<file path="src/rtl/wb_cmd_pkg.sv">
// wb_cmd_pkg: shared state encoding and defaults for the Wishbone command master.
package wb_cmd_pkg;
  typedef enum logic [1:0] {IDLE, BUS, RESP} state_t;
  localparam int TIMEOUT_DEF = 255;
  localparam int TO_WD_DEF = 8;
  localparam int RSP_ERR_DATA = 0;
endpackage

</file>
<file path="src/rtl/wbm_timeout_ctr.sv">
// wbm_timeout_ctr: counts enabled cycles since the last clear and flags when TIMEOUT is reached.
module wbm_timeout_ctr #(
  parameter int TIMEOUT = 255,
  parameter int TO_WD = 8
) (
  input  logic clk,
  input  logic rst,
  input  logic clear,
  input  logic enable,
  output logic expired
);
  logic [TO_WD-1:0] count;
  always_ff @(posedge clk) begin
    if (rst || clear) count <= '0;
    else if (enable) count <= count + 1'b1;
  end
  assign expired = count == TO_WD'(TIMEOUT);
endmodule

</file>
<file path="src/rtl/wb_cmd_master.sv">
// wb_cmd_master: turns one valid/ready command into a single Wishbone classic cycle and
// returns read data or an error (slave error or timeout) on a valid/ready response stream.
module wb_cmd_master
  import wb_cmd_pkg::*;
#(
  parameter int WB_WIDTH = 32,
  parameter int TIMEOUT = TIMEOUT_DEF,
  parameter int TO_WD = TO_WD_DEF
) (
  input  logic                  wb_clk_i,
  input  logic                  wb_rst_i,
  input  logic                  cmd_valid_i,
  output logic                  cmd_ready_o,
  input  logic                  cmd_we_i,
  input  logic [WB_WIDTH-1:0]   cmd_adr_i,
  input  logic [WB_WIDTH-1:0]   cmd_dat_i,
  input  logic [WB_WIDTH/8-1:0] cmd_sel_i,
  output logic                  rsp_valid_o,
  input  logic                  rsp_ready_i,
  output logic [WB_WIDTH-1:0]   rsp_dat_o,
  output logic                  rsp_err_o,
  output logic                  wbm_cyc_o,
  output logic                  wbm_stb_o,
  output logic                  wbm_we_o,
  output logic [WB_WIDTH-1:0]   wbm_adr_o,
  output logic [WB_WIDTH-1:0]   wbm_dat_o,
  output logic [WB_WIDTH/8-1:0] wbm_sel_o,
  input  logic [WB_WIDTH-1:0]   wbm_dat_i,
  input  logic                  wbm_ack_i,
  input  logic                  wbm_err_i
);
  state_t state, state_n;
  logic accept, expired, term, count_en;
  assign cmd_ready_o = state == IDLE;
  // Counting starts on the accept edge so the count equals the cycles stb has been high.
  assign count_en = accept || state == BUS;
  wbm_timeout_ctr #(.TIMEOUT(TIMEOUT), .TO_WD(TO_WD)) u_to (
    .clk(wb_clk_i),
    .rst(wb_rst_i),
    .clear(!count_en),
    .enable(count_en),
    .expired(expired)
  );
  always_comb begin
    accept = cmd_valid_i && cmd_ready_o;
    term = wbm_ack_i || wbm_err_i || expired;
    state_n = state == IDLE ? (accept ? BUS : IDLE) :
              state == BUS  ? (term ? RESP : BUS) :
                              (rsp_ready_i ? IDLE : RESP);
  end
  always_ff @(posedge wb_clk_i) begin
    if (wb_rst_i) state <= IDLE;
    else state <= state_n;
  end
  always_ff @(posedge wb_clk_i) begin
    if (wb_rst_i) begin
      wbm_cyc_o   <= 1'b0;
      wbm_stb_o   <= 1'b0;
      wbm_we_o    <= 1'b0;
      wbm_adr_o   <= '0;
      wbm_dat_o   <= '0;
      wbm_sel_o   <= '0;
      rsp_valid_o <= 1'b0;
      rsp_dat_o   <= '0;
      rsp_err_o   <= 1'b0;
    end else begin
      if (state == IDLE && accept) begin
        wbm_cyc_o <= 1'b1;
        wbm_stb_o <= 1'b1;
        wbm_we_o  <= cmd_we_i;
        wbm_adr_o <= cmd_adr_i;
        wbm_dat_o <= cmd_dat_i;
        wbm_sel_o <= cmd_sel_i;
      end
      // err beats ack, and any real termination beats the timeout abort.
      if (state == BUS && term) begin
        wbm_cyc_o   <= 1'b0;
        wbm_stb_o   <= 1'b0;
        rsp_valid_o <= 1'b1;
        rsp_err_o   <= wbm_err_i || !wbm_ack_i;
        rsp_dat_o   <= (wbm_ack_i && !wbm_err_i && !wbm_we_o) ? wbm_dat_i : WB_WIDTH'(RSP_ERR_DATA);
      end
      if (state == RESP && rsp_ready_i) rsp_valid_o <= 1'b0;
    end
  end
endmodule

</file>
<file path="config.mk">
export PLATFORM = sky130hd
export DESIGN_NAME = wb_cmd_master
export DESIGN_NICKNAME = d
export VERILOG_FILES = /design/src/rtl/wb_cmd_pkg.sv /design/src/rtl/wbm_timeout_ctr.sv /design/src/rtl/wb_cmd_master.sv
export SDC_FILE = /design/constraint.sdc
export NUM_CORES = 1
export LEC_CHECK = 0
export CAP_MARGIN = 20
export CORE_UTILIZATION = 31
export CTS_CLUSTER_SIZE = 25
export DETAILED_ROUTE_END_ITERATION = 6
export HOLD_SLACK_MARGIN = 0.06
export SETUP_SLACK_MARGIN = 0.1
export SYNTH_ARGS = -nofsm -noshare
export SYNTH_HDL_FRONTEND = slang
export SYNTH_HIERARCHICAL = 1
export SYNTH_SLANG_ARGS = --single-unit
</file>
<file path="constraint.sdc">
create_clock -name wb_clk_i -period 3.95 [get_ports wb_clk_i]
set_input_delay 0.9875 -clock wb_clk_i [delete_from_list [all_inputs] [get_ports wb_clk_i]]
set_output_delay 0.9875 -clock wb_clk_i [all_outputs]
set_load 0.005 [all_outputs]
</file>
==> metrics.md, run 1 <==
| Metric | Value |
|---|---|
| Number of buffers and inverters on the critical path | 1 |
| Wire length per cell | about 14 um |
| DP Area | 6520 um^2 |
| Antenna violations before repair | 0 |
| Die footprint | 14400 um^2 |
| Fill cell count | around 1.3k |
| Number of hold-repair buffers added at the cts stage | 0 |
| Area of the mapped netlist | roughly 4300 um^2 |
| Critical path capture point type | output pin |
| Clock tree from TritonCTS | built |
| Setup TNS | 0 ps |
| Non-Filler Cell Area, Final | a little over 7000 um^2 |
| HPWL reported at the end of detailed placement | roughly 8.7 mm |
| Largest stage delay, worst path | 530 ps |
| Seq cells post-synth | 114 |
| Antenna diode count | 0 |
| Die extent in x | about 120 um |
| Proportion of synthesized chip area in sequential cells | a little over half |
| Violation count after the first detailed-routing iteration | about 210 |
| Setup repair after global routing missed its margin | no |
| Final Critical Period | approximately 2400 ps |
| Hold Vio Cnt, Final | 0 |
| Placed cell count | 897 |
| DIE HEIGHT | between 100 and 150 um |
| Unique cell type count in the Yosys netlist | 35 |
| Overflow after GRT | 0 |
| Worst endpoint data arrival time | about 1400 ps |
| Boundary Pins | approximately 210 |
| Row count | 42 |
| Crit path setup slack, layout | 1560 ps |
| Antenna-violating nets left | 0 |
| Upper clock frequency limit | between 400 and 500 MHz |
| NumNets Final | between 800 and 900 |
| Worst clock skew on the final layout | about 8.7 ps |
| Number of setup buffers added after CTS | 0 |
| CTS buffer count | 17 |
| Static leakage | between 2 and 3 nW |
| Detailed-route via count | roughly 4.3k |
| Number of standard cells in the final layout excluding fillers | a little over 900 |
| Worst Path Required | roughly 3000 ps |
| Slew at the pin closest to its max-slew limit | approximately 750 ps |
| Synthesized Nets | around 650 |
| Syn_area_per_cell | around 8.0 um^2 |
| Kind of cell adding the most delay to the critical path | buffers and inverters |
| Global-route usage over all layers | about 18% |
| Detailed-router iteration count before antenna repair | 4 |
| Post-Syn Instances | roughly 540 |
| Most used flip-flop cell after synthesis | dfxtp_1 |
| IO Port Bufs | approximately 210 |
| Via count of the first global-routing pass | 4062 |
| Share of async-settable or async-resettable flops after synthesis | 0% |
| Routed Wire Length | approximately 13 mm |
| Share of the clock period used by the worst path after layout | between 60% and 70% |
| Cell with the largest stage delay on the worst path | clkdlybuf4s50_1 |
| Yosys warns | 6 |
| Max-slew headroom at the worst pin | between 50% and 60% |
| Share of layout cells above drive strength 1 | approximately 6% |
| Pin count of the biggest net entering global routing | slightly above 70 |
| Core Box Area | 13500 um^2 |
| Global-route wire length before repair | around 21 mm |
| Cells along the critical path | nor2_1 > clkdlybuf4s50_1 |
| H-tree levels | 4 |
| Crit path launch type | flip-flop |
| Effective utilization at floorplan | between 30% and 40% |
| Clock transition at the registers of the reported paths | ~50 ps |
| Maximum capacitance violations | 0 |
| Worst supply voltage drop on vdd | around 0.26 mV |
| Number of vias per cell after detailed routing | 4.65 |
| Most used cells in the layout excluding fill and tap cells | clkdlybuf4s50_1 (211), nand2_1 (174), dfxtp_1 (114) |
| Final number of setup-violating endpoints | 0 |
| Clock insertion delay at the later pin of the skew report | about 410 ps |
| Category of the most critical setup path | flip-flop to output pin |
| EDFF count, synth | 0 |
| Post-place setup slack | around 1200 ps |
| Global placer's final weighted congestion | 0.724 |
| DRC Markers | 0 |
| Area Overhead vs Synth | 64.4% |
| Cell Pwr Density | approximately 440 nW/um^2 |
| Most frequent standard cell in the layout excluding fill and tap cells | clkdlybuf4s50_1 |
| Tightest Hold Check Type | flip-flop to flip-flop |
| Clock Tree Buf Depth | 2 |
| Util after Layout | around 53% |
| Outcome | completed |
| Worst-path fanout max | 7 |
| Slew Viols, Final | 0 |
| Number of instances resized during post-cts repair | 0 |
| Clock Root Buffer | clkbuf_16 |
| Sink Count | ~110 |
[state kept, by name, indices dropped and copies added, names as in the netlist]
name / count
rsp_err_o: 1
wbm_stb_o: 1
wbm_adr_o: 32
u_to/count: 8
wbm_dat_o: 32
wbm_we_o: 1
wbm_sel_o: 4
rsp_valid_o: 1
rsp_dat_o: 32
state: 2
[worst reg2reg max path: stages, from the launching register on]
cell and delay, ps:
dfxtp_1 420, and2b_1 250, nor2_1 70, inv_1 190
nand3_1 160, or4_1 420, a21oi_1 150
[layout make-up]
class	instances	area (um^2)	area share, %
inverter	2	7.51	0.105
clock inverter	5	75.1	1.05
sequential	114	2280	32.1
multi-input combinational	386	1840	25.8
tap	176	220	3.09
clock buffer	25	505	7.10
timing repair buffer	220	2190	30.7
[final timing paths]
check / startpoint / endpoint / slack, ps / depth (start not counted)
max: state[1]$_SDFF_PP0_ / cmd_ready_o / 1560 / 2
min: wbm_adr_o[17]$_SDFFE_PP0P_ / wbm_adr_o[17]$_SDFFE_PP0P_ / 450 / 2
max reg2reg: state[0]$_SDFF_PP0_ / u_to/count[7]$_SDFFE_PP0P_ / 2230 / 6
min reg2reg: wbm_adr_o[17]$_SDFFE_PP0P_ / wbm_adr_o[17]$_SDFFE_PP0P_ / 450 / 2
[Yosys cell counts, types with 2 or more instances]
cell | number | area (um^2)
nand2_1 | 174 | 653
dfxtp_1 | 114 | 2280
a21oi_1 | 76 | 380
o21ai_1 | 38 | 190
nor2b_1 | 32 | 200
o21ai_0 | 29 | 145
buf_2 | 21 | 105
clkbuf_1 | 16 | 60.1
nor2_1 | 9 | 33.8
xor2_1 | 3 | 26.3
buf_6 | 2 | 22.5
clkbuf_2 | 2 | 10.0
inv_1 | 2 | 7.51
nand2b_1 | 2 | 12.5
nand3_1 | 2 | 10.0
nand4_1 | 2 | 12.5
or3_2 | 2 | 15.0
[through the flow]
step / power (mW) / hold slack (ps)
global placement: 1.66 / 441
detailed placement: 1.67 / 446
finish: 3.13 / 450
floorplan: 1.42 / 452
CTS: 3.17 / 453
global route: 3.28 / 472
[metal layers]
| metal | global-route usage, % | vias up | part of all wire, % |
|---|---|---|---|
| met1 | 21.8 | 1992 | 42 |
| met4 | 9.84 | 0 | 2.8 |
| li1 | - | 2169 | - |
| met3 | 5.90 | 24 | 6.3 |
| met2 | 29.2 | 131 | 49 |
| met5 | 0 | - | 0 |
[logic make-up (layout without fill, tap and decap cells)]
group | Yosys count | count (layout) | share of synthesized area, %
muxes | 1 | 1 | 0.231
DFF | 114 | 114 | 52.7
buffers and inverters | 44 | 252 | 4.91
adders and majority gates | 1 | 1 | 0.289
xor gates and xnor gates | 4 | 4 | 0.809
AOI/OAI and AO/OA | 147 | 147 | 17.3
and+or+nand+nor | 233 | 233 | 23.8
[where the power goes]
| part | leakage [nW] | internal (mW) | switching, mW |
|---|---|---|---|
| logic | 1.34 | 0.232 | 0.175 |
| clock network | 0.289 | 1.00 | 0.483 |
| registers | 0.931 | 1.21 | 0.0306 |
| total | 2.56 | 2.44 | 0.688 |
No activity file was read; power rests on OpenSTA's default activity.
==> run 2, diff against run 1 <==
Clock period 3.95 ns to 2.5 ns, I/O delays scaled along.
==> run 2 against run 1 <==
Final cell count up 0.54%. Cell area increased by 0.69%. Combinational power rose by 61%. Count of clock-buffer cells in the layout shrank 3. Sequential cell count is the same.
==> metrics.md, run 2 (same netlist as run 1, synthesis figures left out) <==
| Metric | Value |
|---|---|
| Outcome | completed |
| Clock tree from TritonCTS | built |
| Category of the most critical setup path | flip-flop to output pin |
| Row count | 42 |
| Cell Pwr Density | 693 nW/um^2 |
| Crit path launch type | flip-flop |
| Core Box Area | 13500 um^2 |
| Non-Filler Cell Area, Final | 7170 um^2 |
| Final Critical Period | slightly above 2000 ps |
| Violation count after the first detailed-routing iteration | between 150 and 200 |
| Overflow after GRT | 0 |
| Global-route usage over all layers | roughly a fifth |
| Most used cells in the layout excluding fill and tap cells | clkdlybuf4s50_1 (211), nand2_1 (174), dfxtp_1 (114) |
| Clock insertion delay at the later pin of the skew report | just over 400 ps |
| Slew at the pin closest to its max-slew limit | a little over 700 ps |
| Worst Path Required | roughly 1900 ps |
| Most frequent standard cell in the layout excluding fill and tap cells | clkdlybuf4s50_1 |
| Final number of setup-violating endpoints | 0 |
| H-tree levels | 4 |
| Sink Count | 114 |
| Number of hold-repair buffers added at the cts stage | 0 |
| Hold Vio Cnt, Final | 0 |
| Detailed-router iteration count before antenna repair | 5 |
| Upper clock frequency limit | 484 MHz |
| Number of instances resized during post-cts repair | 0 |
| Die footprint | ~14000 um^2 |
| Cell depth of the worst flop-to-flop path | 6 |
| Max-slew headroom at the worst pin | slightly above 50% |
| Worst supply voltage drop on vdd | 0.411 mV |
| Placed cell count | 900 |
| Post-place setup slack | ~200 ps |
| DRC Markers | 0 |
| Routed Wire Length | between 10 and 15 mm |
| HPWL reported at the end of detailed placement | between 8 and 9 mm |
| Overall power consumption | 4.96 mW |
| Clock Root Buffer | clkbuf_16 |
| Antenna-violating nets left | 0 |
| Worst endpoint data arrival time | between 1000 and 1500 ps |
| Pin count of the biggest net entering global routing | between 70 and 80 |
| Biggest registers after layout | rsp_dat_o x32, wbm_adr_o x32, wbm_dat_o x32 |
| NumNets Final | approximately 850 |
| IO Port Bufs | roughly 210 |
| Util after Layout | 53.3% |
| Static leakage | roughly 2.6 nW |
| Number of setup buffers added after CTS | 0 |
| Clock transition at the registers of the reported paths | roughly 50 ps |
| Effective utilization at floorplan | about 32% |
| Share of layout cells above drive strength 1 | ~6.6% |
| Critical path capture point type | output pin |
| Antenna violations before repair | 1 |
| Clock Tree Buf Depth | 2 |
| Via count of the first global-routing pass | 4271 |
| Number of vias per cell after detailed routing | 4.65 |
| Wire length per cell | 14.2 um |
| Boundary Pins | 213 |
| Worst clock skew on the final layout | roughly 6.3 ps |
| Setup TNS | 0 ps |
| Tightest Hold Check Type | flip-flop to flip-flop |
| DIE HEIGHT | ~120 um |
| Hold Worst Slack | 449 ps |
| Global-route wire length before repair | between 20 and 25 mm |
| Worst-path fanout max | 7 |
| Setup repair after global routing missed its margin | no |
| Detailed-route via count | 4343 |
| Crit path setup slack, layout | ~430 ps |
| Global placer's final weighted congestion | about 0.73 |
| Slew Viols, Final | 0 |
| DP Area | between 6000 and 7000 um^2 |
| Die extent in x | about 120 um |
| Area Overhead vs Synth | 65.5% |
| CTS buffer count | 17 |
| Maximum capacitance violations | 0 |
| Number of standard cells in the final layout excluding fillers | 933 |
| Hold Path Stages | 2 |
| Share of the clock period used by the worst path after layout | between 80% and 90% |
[run 2: final cells by class]
cell class,instances,area [um^2]
fill,1296,6290
sequential,114,2280
timing repair buffer,222,2230
multi-input combinational,386,1840
clock buffer,22,474
tap,176,220
clock inverter,10,108
inverter,2,7.51
antenna,1,2.50
[run 2: metal layers]
metal	share of wire [%]	vias to the layer above	GRT usage (%)	wire length [um]
li1	-	2186	-	-
met1	41	1992	21.0	5490
met2	49	140	30.8	6570
met3	6.6	25	6.08	875
met4	2.7	0	10.5	357
met5	0	-	0	0
[run 2: final timing paths]
check / startpoint / endpoint / slack [ps]
hold / removal: wbm_adr_o[24]$_SDFFE_PP0P_ / wbm_adr_o[24]$_SDFFE_PP0P_ / 450
hold reg to reg: wbm_adr_o[24]$_SDFFE_PP0P_ / wbm_adr_o[24]$_SDFFE_PP0P_ / 450
setup reg to reg: state[1]$_SDFF_PP0_ / u_to/count[5]$_SDFFE_PP0P_ / 850
setup / recovery: state[1]$_SDFF_PP0_ / cmd_ready_o / 430
[run 2: where the power goes]
part,switching [mW],leakage (nW),total [mW],internal [mW]
sequential,0.0491,0.931,1.96,1.91
combinational,0.278,1.36,0.655,0.377
clock,0.818,0.282,2.35,1.53
[run 2: worst max-delay path, stage by stage, from the launching register on]
cell and delay (ps):
dfxtp_1 360, nor2_1 140, clkdlybuf4s50_1 530
